## config.mk

```make
export PLATFORM = sky130hd
export DESIGN_NAME = gb_rd_arbiter
export DESIGN_NICKNAME = d
export VERILOG_FILES = /design/src/rtl/gb_rd_arbiter.sv
export SDC_FILE = /design/constraint.sdc
export NUM_CORES = 1
export LEC_CHECK = 0
export CAP_MARGIN = 20
export CORE_AREA = 4 4 118 120
export DETAILED_ROUTE_END_ITERATION = 8
export DIE_AREA = 0 0 122 124
export GPL_TIMING_DRIVEN = 0
export PLACE_DENSITY = 0.67
export REMOVE_ABC_BUFFERS = 1
export SYNTH_ARGS = -nofsm -noshare
export SYNTH_HDL_FRONTEND = slang
export SYNTH_SLANG_ARGS = --single-unit
```

## constraint.sdc

```tcl
create_clock -name clk -period 4.1 [get_ports clk]
set_input_delay 0.82 -clock clk [delete_from_list [all_inputs] [get_ports clk]]
set_output_delay 0.82 -clock clk [all_outputs]
set_load 0.01 [all_outputs]
```

## src/rtl/gb_rd_arbiter.sv

```systemverilog
// ---------------------------------------------------------------------------
// gb_rd_arbiter
//
// Round-robin arbiter that lets NUM_REQ read requesters share the single read
// port of the global-buffer SRAM. A requester wins a grant and keeps it for a
// whole burst. The burst ends when the requester flags `last`, or when it drops
// `req` (an abort). Every change of owner goes through one IDLE arbitration
// cycle. The SRAM returns data one cycle after each read. The block strobes
// that data back to the requester that issued the read.
//
// Optional feature (compile-time macro GB_ARB_BURST_LIMIT_EN):
//   This macro adds a per-grant read counter. When the owner has issued
//   MAX_BURST reads and some other requester is waiting, the owner is
//   preempted after its MAX_BURST-th read. The owner keeps `req` high and is
//   arbitrated again later. Without the macro, a grant lasts until `last` or
//   an abort, and the counter is not built.
//
// Ports
//   clk         in   1                     clock, rising edge
//   rst         in   1                     synchronous active-high reset
//   req         in   NUM_REQ               per-requester read request
//   last        in   NUM_REQ               final read of current burst
//   addr_in     in   NUM_REQ*SRAM_ADDRWIDTH flattened per-requester addresses
//   gnt         out  NUM_REQ               registered one-hot grant
//   sram_rd_en  out  1                     SRAM read enable
//   sram_addr   out  SRAM_ADDRWIDTH        SRAM read address
//   sram_rdata  in   DATA_WIDTH            SRAM read data (1-cycle latency)
//   rdata_val   out  NUM_REQ               one-hot read-return strobe
//   rdata       out  DATA_WIDTH            read data, straight from SRAM
//   busy        out  1                     in GRANT or read return pending
// ---------------------------------------------------------------------------
module gb_rd_arbiter #(
  parameter int NUM_REQ        = 3,
  parameter int SRAM_ADDRWIDTH = 9,
  parameter int DATA_WIDTH     = 128,
  parameter int MAX_BURST      = 16
) (
  input  logic                              clk,
  input  logic                              rst,
  input  logic [NUM_REQ-1:0]                req,
  input  logic [NUM_REQ-1:0]                last,
  input  logic [NUM_REQ*SRAM_ADDRWIDTH-1:0] addr_in,
  output logic [NUM_REQ-1:0]                gnt,
  output logic                              sram_rd_en,
  output logic [SRAM_ADDRWIDTH-1:0]         sram_addr,
  input  logic [DATA_WIDTH-1:0]             sram_rdata,
  output logic [NUM_REQ-1:0]                rdata_val,
  output logic [DATA_WIDTH-1:0]             rdata,
  output logic                              busy
);

  localparam int IDX_W = (NUM_REQ > 1) ? $clog2(NUM_REQ) : 1;

  typedef enum logic {
    IDLE  = 1'b0,
    GRANT = 1'b1
  } state_t;

  state_t                   state_q, state_d;
  logic [IDX_W-1:0]         owner_q, owner_d;
  logic [IDX_W-1:0]         rr_ptr_q, rr_ptr_d;
  logic [NUM_REQ-1:0]       gnt_q, gnt_d;
  logic [NUM_REQ-1:0]       rval_q, rval_d;

  logic [SRAM_ADDRWIDTH-1:0] addr_arr [NUM_REQ];
  logic [NUM_REQ-1:0]        owner_oh;
  logic [IDX_W:0]            cand_sum [NUM_REQ];
  logic [IDX_W-1:0]          cand_idx [NUM_REQ];
  logic [NUM_REQ-1:0]        cand_req;
  logic [IDX_W-1:0]          pick_idx;
  logic [IDX_W-1:0]          owner_inc;
  logic                      any_req;
  logic                      rd_issue;
  logic                      burst_hit;

  // -------------------------------------------------------------------------
  // Per-requester views: unpacked address slices, owner decode, and the
  // rotated candidate order for the round-robin search.
  // Search slot gi looks at requester (rr_ptr + gi) mod NUM_REQ. Both terms
  // are below NUM_REQ, so one conditional subtract gives the wrap.
  // -------------------------------------------------------------------------
  generate
    for (genvar gi = 0; gi < NUM_REQ; gi++) begin : g_req
      assign addr_arr[gi] = addr_in[gi*SRAM_ADDRWIDTH +: SRAM_ADDRWIDTH];
      assign owner_oh[gi] = (owner_q == IDX_W'(gi));
      assign cand_sum[gi] = {1'b0, rr_ptr_q} + (IDX_W+1)'(gi);
      assign cand_idx[gi] = (cand_sum[gi] >= (IDX_W+1)'(NUM_REQ))
                          ? IDX_W'(cand_sum[gi] - (IDX_W+1)'(NUM_REQ))
                          : IDX_W'(cand_sum[gi]);
      assign cand_req[gi] = req[cand_idx[gi]];
    end
  endgenerate

  // The loop scans the slots from highest to lowest. The lowest requesting
  // slot is assigned last, so it wins. That slot is the first requester at
  // or after rr_ptr.
  always_comb begin
    pick_idx = rr_ptr_q;
    for (int i = NUM_REQ - 1; i >= 0; i--) begin
      if (cand_req[i]) begin
        pick_idx = cand_idx[i];
      end
    end
  end

  assign any_req   = |req;
  assign owner_inc = (owner_q == IDX_W'(NUM_REQ - 1)) ? '0 : owner_q + 1'b1;

  // A read issues only while the current owner still asserts req. An owner
  // that drops req in GRANT is treated as an abort, and no read goes out.
  assign rd_issue  = (state_q == GRANT) && req[owner_q];

  // -------------------------------------------------------------------------
  // Optional burst limit
  // -------------------------------------------------------------------------
`ifdef GB_ARB_BURST_LIMIT_EN
  localparam int BCW = $clog2(MAX_BURST + 1);

  logic [BCW-1:0] burst_cnt_q, burst_cnt_d;
  logic           other_req;

  assign other_req = |(req & ~owner_oh);

  // The comparison is >= instead of ==. If a requester starts waiting after
  // the owner has already passed the limit, the owner is still preempted on
  // its next read. The counter saturates at MAX_BURST so it never wraps.
  assign burst_hit = rd_issue && other_req &&
                     (burst_cnt_q >= BCW'(MAX_BURST - 1));

  always_comb begin
    burst_cnt_d = burst_cnt_q;
    if (state_q == IDLE) begin
      burst_cnt_d = '0;
    end else if (rd_issue && (burst_cnt_q != BCW'(MAX_BURST))) begin
      burst_cnt_d = burst_cnt_q + 1'b1;
    end
  end

  always_ff @(posedge clk) begin
    if (rst) begin
      burst_cnt_q <= '0;
    end else begin
      burst_cnt_q <= burst_cnt_d;
    end
  end
`else
  assign burst_hit = 1'b0;
`endif

  // -------------------------------------------------------------------------
  // FSM next-state logic
  // -------------------------------------------------------------------------
  always_comb begin
    state_d  = state_q;
    owner_d  = owner_q;
    rr_ptr_d = rr_ptr_q;
    gnt_d    = gnt_q;
    unique case (state_q)
      IDLE: begin
        gnt_d = '0;
        if (any_req) begin
          state_d = GRANT;
          owner_d = pick_idx;
          gnt_d   = NUM_REQ'(1) << pick_idx;
        end
      end
      GRANT: begin
        // The grant ends on the last read, on an abort, or on a burst-limit
        // preemption. All three cases advance the pointer past the owner.
        if (!req[owner_q] || last[owner_q] || burst_hit) begin
          state_d  = IDLE;
          rr_ptr_d = owner_inc;
          gnt_d    = '0;
        end
      end
      default: begin
        state_d = IDLE;
        gnt_d   = '0;
      end
    endcase
  end

  // The return strobe goes to whoever issued this cycle's read, one cycle
  // later. Reset clears the pending strobe, so a read issued in the reset
  // cycle produces no return strobe.
  assign rval_d = rd_issue ? owner_oh : '0;

  always_ff @(posedge clk) begin
    if (rst) begin
      state_q  <= IDLE;
      owner_q  <= '0;
      rr_ptr_q <= '0;
      gnt_q    <= '0;
      rval_q   <= '0;
    end else begin
      state_q  <= state_d;
      owner_q  <= owner_d;
      rr_ptr_q <= rr_ptr_d;
      gnt_q    <= gnt_d;
      rval_q   <= rval_d;
    end
  end

  // -------------------------------------------------------------------------
  // Outputs
  // -------------------------------------------------------------------------
  assign gnt        = gnt_q;
  assign sram_rd_en = rd_issue;
  assign sram_addr  = rd_issue ? addr_arr[owner_q] : '0;
  assign rdata_val  = rval_q;
  assign rdata      = sram_rdata;
  assign busy       = (state_q == GRANT) || (|rval_q);

endmodule

```

After elaboration in Yosys (flattened, before gate mapping). Cells that the tools add are included.

$add $sub $neg: 6. Magnitude comparators: 8. Eq/ne operators: 3. Shift-type cells: 1. Muxes and demuxes: 27. Bitwise logic cells: 3. Reduce and logical (&&, ||, !) cells: 10.

Operator list (count): 9-bit 2-to-1 mux (3); 9-bit binary-select mux with 2-bit select (1); 2-bit 2-to-1 mux (7); 2-bit by 3-bit less-than comparator with 1-bit output (second input constant) (4); 1-bit binary-select mux with 2-bit select (5); 1-bit 2-to-1 mux (7); 3-bit by 2-bit >= comparator with 1-bit output (second input constant) (2); 3-bit 2-to-1 mux (2); 3-bit one-hot mux with 2 select lines (1); 3-bit OR reduction (2); 2-bit subtractor (second input constant) (3); 2-bit AND reduction (2); 2-bit by 1-bit adder with 3-bit output (second input constant) (1); 2-bit by 2-bit adder with 3-bit output (second input constant) (1); 3-bit >= comparator (second input constant) (1); 2-bit inverter with 3-bit output (1); 1-bit by 2-bit << shifter with 3-bit output (first input constant) (1); 2-bit by 1-bit adder with 2-bit output (second input constant) (1); 2-bit by 1-bit equality test with 1-bit output (second input constant) (1); 2-bit equality test (second input constant) (1); 2-bit >= comparator (second input constant) (1); 2-bit logical NOT (1); 1-bit logical OR (2); 2-bit by 1-bit != test with 1-bit output (second input constant) (1); other kinds (5) (6).

Flip-flop bits (word level): 11. Input port bits: 163. Output and inout bits: 145. Logic and storage cells: 63.

Logic depth before layout (Yosys ltp). Gate-level depths: netlist of run 1.

Depth in word-level cells: 11. Gate-level depth with buffers: 8. Depth with buffers taken out: 7.

Least setup slack after synthesis of run 1. OpenSTA, ideal clock, no wires.

Kind: input -> output. Start point: in req[2]. End point: out sram_addr[0]. Data arrival time: 1717 ps. Required time: 3280 ps. Slack: 1563 ps. Stages on the path: 6. Buffers on the path: 3. Path through: buf_2 a2bb2oi_2 or2_1 clkbuf_1 buf_2 nor2_1.

Word-level cells in the longest chain between the ends: 4.

RTL lines: start, declared (line 40) `input logic [NUM_REQ-1:0] req,`; 1-bit binary-select mux with 2-bit select (line 111) `assign rd_issue = (state_q == GRANT) && req[owner_q];`; 1-bit 2-to-1 mux (not written as such) (line 111); 1-bit logical AND (line 111); 9-bit 2-to-1 mux (line 209) `assign sram_addr = rd_issue ? addr_arr[owner_q] : '0;`; end, declared (line 45) `output logic [SRAM_ADDRWIDTH-1:0] sram_addr,`.

No other way between the ends. The select of a mux whose other input is x is not followed.

Worst setup path in the final report of run 1.
Start point: in req[0]. End point: out sram_addr[4].

Same word-level chain as after synthesis.

==> results of run 1 <==
-- flip-flops by register name (all words and copies together), names as in the netlist --
signal     cells
rr_ptr_q       2
owner_q        2
gnt            3
rdata_val      3
state_q        1
-- cell type report --
| type | count | area (µm²) | share of cell area [%] |
|---|---|---|---|
| inverters | 5 | 18.8 | 1.11 |
| clock buffers | 4 | 78.8 | 4.65 |
| repair buffers | 51 | 510 | 30.1 |
| flip-flops and latches | 11 | 220 | 13.0 |
| well taps | 176 | 220 | 13.0 |
| multi-input cells | 98 | 646 | 38.1 |
-- layout by cell type, fill, tap and decap left out, drive strengths merged --
cell	count
clkdlybuf4s50	51
or2b	1
a32o	3
clkbuf	4
o21ai	1
o221ai	1
a211oi	2
nor2b	1
dfxtp	11
inv	5
or2	3
nor3	1
o21a	1
ha	3
nor4	2
a21oi	15
mux2i	14
nand2b	3
o22ai	1
or4	1
a2bb2oi	2
nand2	6
o41ai	1
and2b	1
a21o	2
o2bb2ai	1
a21bo	1
or3	1
nor2	26
a32oi	1
nor3b	3
-- final timing paths --
path / end / startpoint / slack (ns) / depth (start not counted)
worst min-delay path: gnt[0]$_SDFFE_PP0P_ / gnt[0]$_SDFFE_PP0P_ / 0.47 / 1
worst max-delay path: sram_addr[4] / req[0] / 0.34 / 6
worst max register to register: state_q$_SDFF_PP0_ / owner_q[0]$_SDFFE_PP0P_ / 1.77 / 5
worst min register to register: gnt[0]$_SDFFE_PP0P_ / gnt[0]$_SDFFE_PP0P_ / 0.47 / 1
-- through the flow --
stage | total power [mW] | area (µm²) | hold slack [ns] | instances
after floorplan | 0.234 | 885 | 0.448 | 114
after global placement | 0.318 | 1620 | 0.454 | 341
after detailed placement | 0.323 | 1620 | 0.466 | 341
after CTS | 0.501 | 1690 | 0.476 | 345
after global routing | 0.527 | 1690 | 0.506 | 345
final | 0.499 | 1690 | 0.474 | 345
-- metal layers --
metal	share of wire (%)	GRT usage, %
met5	0.54	7.64
met4	7.7	17.2
met3	34	44.1
met2	49	49.8
met1	8.5	6.13
-- logic make-up after synthesis --
kind of cell	after synthesis	synth area share [%]
buffers and inverters	143	54.3
AND/OR/NAND/NOR	49	12.3
AO/OA/AOI/OAI	32	12.4
multiplexers	14	7.40
flip-flops	11	11.6
adder cells (fa/ha/maj)	3	1.98
-- worst max-delay path: stages --
cell and delay, ns:
clkdlybuf4s50_1 0.63, mux2i_1 0.14, a2bb2oi_2 0.18, or2_1 0.42, nor2_1 0.18, clkdlybuf4s50_1 0.56
-- power breakdown --
| group | internal, mW | switching, mW |
|---|---|---|
| Sequential | 0.117 | 0.0191 |
| Clock | 0.130 | 0.0477 |
| Combinational | 0.102 | 0.0829 |
==> results.sh, run 1 <==
export IMPL_yosys_top_cells_count="buf_4 (129), nor2_1 (26), a21oi_1 (15)"
export IMPL_hold_class="flop to flop"
export IMPL_antenna_found_initial=0
export IMPL_power_density_mw_per_mm2=294
export IMPL_crit_path_end_kind="output pin"
export IMPL_finalWirelength_um=21800
export IMPL_yosysSeqAreaShare_pct=11.6
export IMPL_remaining_drc_errors=0
export IMPL_synth_cell_types=35
export IMPL_synth_async_reset_ratio_pct=0
export IMPL_pin_count=308
export IMPL_cts_sinks=11
export IMPL_port_buffers=51
export IMPL_post_cts_buffers=0
export IMPL_start_kind="input pin"
export IMPL_ys_warn_count=0
export IMPL_p_leak_nw=0.596
export IMPL_drtIter0Drc=85
export IMPL_grt_max_degree=17
export IMPL_hpwl_um=21000
export IMPL_initial_core_util_pct=14.6
export IMPL_syn_avg_cell_area_um2=7.51
export IMPL_vias=1483
export IMPL_finalCritPeriodShare_pct=91.7
export IMPL_synth_edf_count=0
export IMPL_diodes=0
export IMPL_cts_root_buf="clkbuf_16"
export IMPL_overflow=0
export IMPL_cts_resized=0
export IMPL_dieArea_mm2=0.0151
export IMPL_pre_cts_ws_ns=0.322
export IMPL_ctsHtreeMaxLevel=1
export IMPL_clk_path_buf_depth=2
export IMPL_setup_viol=0
export IMPL_dr_pass1_iters=4
export IMPL_rows=42
export IMPL_yosysMostFrequentCell="buf_4"
export IMPL_yosys_area_top_type_share_pct=51.2
export IMPL_cap_viol_max_count=0
export IMPL_synth_largest_area_cell="buf_4"
export IMPL_ys_ff_latch=11
export IMPL_fin_util_pct=13.1
export IMPL_fp_dieH_um=124
export IMPL_syn_cell_area_mm2=0.00189
export IMPL_synth_flop_cell="dfxtp_1"
export IMPL_fin_tns_setup_ns=0
export IMPL_ant_nets=0
export IMPL_cts_tree="done"
export IMPL_clk_latency_ns=0.24
export IMPL_synthTopCellsByArea="buf_4 (51%), dfxtp_1 (12%), mux2i_1 (7.4%)"
export IMPL_synth_cells=252
export IMPL_finalCriticalPeriod_ns=3.76
export IMPL_arrival_ns=2.94
export IMPL_rsz0062_at_grt="no"
export IMPL_routedWlPerCell_um=63.3
export IMPL_worstSetupPathType="input pin to output pin"
export IMPL_grt_pass1_wl_um=24500
export IMPL_grt_total_usage_pct=27.8
export IMPL_slew_violations=0
export IMPL_required_ns=3.28
export IMPL_ir_drop_mv=0.172
export IMPL_via_per_inst=4.30
export IMPL_clkSlewWorstSetupHoldPaths_ns=0.04
export IMPL_path_max_fanout=14
export IMPL_area_growth_pct=-10.5
export IMPL_hold_viol_final=0
export IMPL_first_global_vias=1459
export IMPL_fmax_ghz=0.266
export IMPL_worstMarginPinSlew_ns=0.798
export IMPL_numCtsBuffers=3
export IMPL_skew_ns=0.000924
export IMPL_dieWidth_um=122
export IMPL_relSlewSlack_pct=46.7
export IMPL_postCtsHoldBufs=0
export IMPL_gp_congestion=1.39
export IMPL_worst_slack_ns=0.340
export IMPL_nNetsFinal=336
export IMPL_status="finished, final reports clean"
export IMPL_fill_cells=1504
export IMPL_coreArea_mm2=0.0130
export IMPL_drive_above_1_share_pct=4.14
Note: power is estimated with default switching activity, not from simulation.
==> inputs of run 2 (changes only) <==
CORE_AREA = 4 4 119 121   (was 4 4 118 120)
CTS_BUF_LIST = sky130_fd_sc_hd__clkbuf_4 sky130_fd_sc_hd__clkbuf_8   (was not set)
DIE_AREA = 0 0 123 125   (was 0 0 122 124)
PLACE_DENSITY = 0.66   (was 0.67)
==> run 2 against run 1 <==
Sequential cell count unchanged. Final cell count unchanged. Sequential share of layout area increased by 0.23 points. Worst setup slack improved by 0.0041 ns. Non-clock buffer count unchanged. Register-to-register slack about the same. Count of clock-buffer cells in the layout unchanged. Utilization decreased by 0.33 points. Critical path depth unchanged. Combinational power about the same. Final area decreased by 1.8%. First-iteration DRC count decreased by 1.2%. Critical endpoint is now sram_addr[5]. Largest cell class unchanged. Largest power group unchanged.
==> results.sh, run 2 (synthesis gave the netlist of run 1 again) <==
export IMPL_status="finished, final reports clean"
export IMPL_path_max_fanout=14
export IMPL_fill_cells=1509
export IMPL_overflow=0
export IMPL_cts_root_buf="clkbuf_8"
export IMPL_ctsHtreeMaxLevel=1
export IMPL_cap_viol_max_count=0
export IMPL_post_cts_buffers=0
export IMPL_cts_resized=0
export IMPL_dieWidth_um=123
export IMPL_cp_slowest_cell="clkdlybuf4s50_1"
export IMPL_cts_sinks=11
export IMPL_postCtsHoldBufs=0
export IMPL_grt_total_usage_pct=27.0
export IMPL_ir_drop_mv=0.0526
export IMPL_fin_cells=345
export IMPL_numCtsBuffers=3
export IMPL_finalWirelength_um=21900
export IMPL_dp_cells=341
export IMPL_via_per_inst=4.40
export IMPL_rsz0062_at_grt="no"
export IMPL_clkSlewWorstSetupHoldPaths_ns=0.05
export IMPL_area_growth_pct=-12.1
export IMPL_antenna_found_initial=0
export IMPL_coreArea_mm2=0.0131
export IMPL_r2r_setup_slack_ns=1.76
export IMPL_fmax_ghz=0.266
export IMPL_fin_tns_setup_ns=0
export IMPL_skew_ns=0.00106
export IMPL_start_kind="input pin"
export IMPL_clk_latency_ns=0.23
export IMPL_power_density_mw_per_mm2=260
export IMPL_gp_congestion=1.32
export IMPL_dieArea_mm2=0.0154
export IMPL_multi_input_area_um2=646
export IMPL_finalCritPeriodShare_pct=91.6
export IMPL_cts_tree="done"
export IMPL_hold_class="flop to flop"
export IMPL_mostFrequentLayoutCells="clkdlybuf4s50_1 (51), nor2_1 (26), a21oi_1 (15)"
export IMPL_fp_dieH_um=125
export IMPL_rows=42
export IMPL_cpPeakStageDelay_ns=0.62
export IMPL_crit_chain="clkdlybuf4s50_1 -> mux2i_1 -> a2bb2oi_2 -> or2_1 -> nor2_1 -> clkdlybuf4s50_1"
export IMPL_diodes=0
export IMPL_ant_nets=0
export IMPL_crit_path_end_kind="output pin"
export IMPL_pin_count=308
export IMPL_drtIter0Drc=84
export IMPL_worstRegToRegCells=5
export IMPL_required_ns=3.28
export IMPL_hpwl_um=21000
export IMPL_dr_pass1_iters=4
export IMPL_crit_path_frequent_cell="clkdlybuf4s50_1"
export IMPL_relSlewSlack_pct=44.6
export IMPL_hold_viol_final=0
export IMPL_arrival_ns=2.94
export IMPL_hold_slack_ns=0.467
export IMPL_p_leak_nw=0.584
export IMPL_r2r_end="state_q$_SDFF_PP0_"
export IMPL_final_common_cell="clkdlybuf4s50_1"
export IMPL_port_buffers=51
export IMPL_setup_viol=0
export IMPL_crit_path_end="sram_addr[5]"
export IMPL_grt_max_degree=17
export IMPL_routedWlPerCell_um=63.4
export IMPL_finalCriticalPeriod_ns=3.76
export IMPL_nNetsFinal=336
export IMPL_r2r_start="owner_q[0]$_SDFFE_PP0P_"
export IMPL_worstSetupStartpoint="req[1]"
export IMPL_drive_above_1_share_pct=4.73
export IMPL_dpl_cell_area_mm2=0.00162
export IMPL_final_area_mm2=0.00166
export IMPL_seqCellArea_um2=220
export IMPL_first_global_vias=1365
export IMPL_worstMarginPinSlew_ns=0.830
export IMPL_p_total_mw=0.432
export IMPL_remaining_drc_errors=0
export IMPL_vias=1517
export IMPL_clk_path_buf_depth=2
export IMPL_initial_core_util_pct=14.5
export IMPL_grt_pass1_wl_um=24300
export IMPL_slew_violations=0
export IMPL_worstSetupPathType="input pin to output pin"
[run 2: worst min-delay path by stage]
stage,startpoint,end,slack [ns],cells after the start
2_1_floorplan,rr_ptr_q[0]$_SDFFE_PP0P_,rr_ptr_q[0]$_SDFFE_PP0P_,0.45,2
4_1_cts,gnt[1]$_SDFFE_PP0P_,gnt[1]$_SDFFE_PP0P_,0.47,1
5_1_grt,gnt[1]$_SDFFE_PP0P_,gnt[1]$_SDFFE_PP0P_,0.51,1
6_report,gnt[1]$_SDFFE_PP0P_,gnt[1]$_SDFFE_PP0P_,0.47,1
3_5_place_dp,gnt[1]$_SDFFE_PP0P_,gnt[1]$_SDFFE_PP0P_,0.46,1
3_3_place_gp,gnt[2]$_SDFFE_PP0P_,gnt[2]$_SDFFE_PP0P_,0.45,2
[run 2: layout make-up]
| class | count | area share [%] |
|---|---|---|
| multi-input combinational | 98 | 38.8 |
| tap | 176 | 13.2 |
| clock buffer | 4 | 2.93 |
| timing repair buffer | 51 | 30.7 |
| sequential | 11 | 13.2 |
| inverter | 5 | 1.13 |
[run 2: power by group]
| group | internal [mW] | switching, mW | total (mW) |
|---|---|---|---|
| clock | 0.0746 | 0.0373 | 0.112 |
| sequential | 0.117 | 0.0194 | 0.136 |
| combinational | 0.102 | 0.0827 | 0.185 |
| total | 0.293 | 0.139 | 0.432 |
[run 2: worst max-delay path: cells and delay by family]
kind | cells | cell delay [ns]
AND/OR/NAND/NOR | 2 | 0.61
AO/OA/AOI/OAI | 1 | 0.18
buffers and inverters | 2 | 1.17
multiplexers | 1 | 0.15
[run 2: per-stage QoR]
step | setup slack (ns) | util (%)
final | 0.344 | 12.7
after global routing | 0.240 | 12.7
after CTS | 0.330 | 12.7
after detailed placement | 0.344 | 12.3
after global placement | 0.395 | 12.3
after floorplan | 1.61 | -
[run 2: routing by layer]
| metal | vias up | global-route usage, % | wire [µm] |
|---|---|---|---|
| li1 | 525 | - | - |
| met1 | 592 | 5.59 | 1890 |
| met2 | 338 | 47.1 | 10700 |
| met3 | 54 | 43.6 | 7500 |
| met4 | 8 | 16.5 | 1670 |
| met5 | - | 9.21 | 152 |
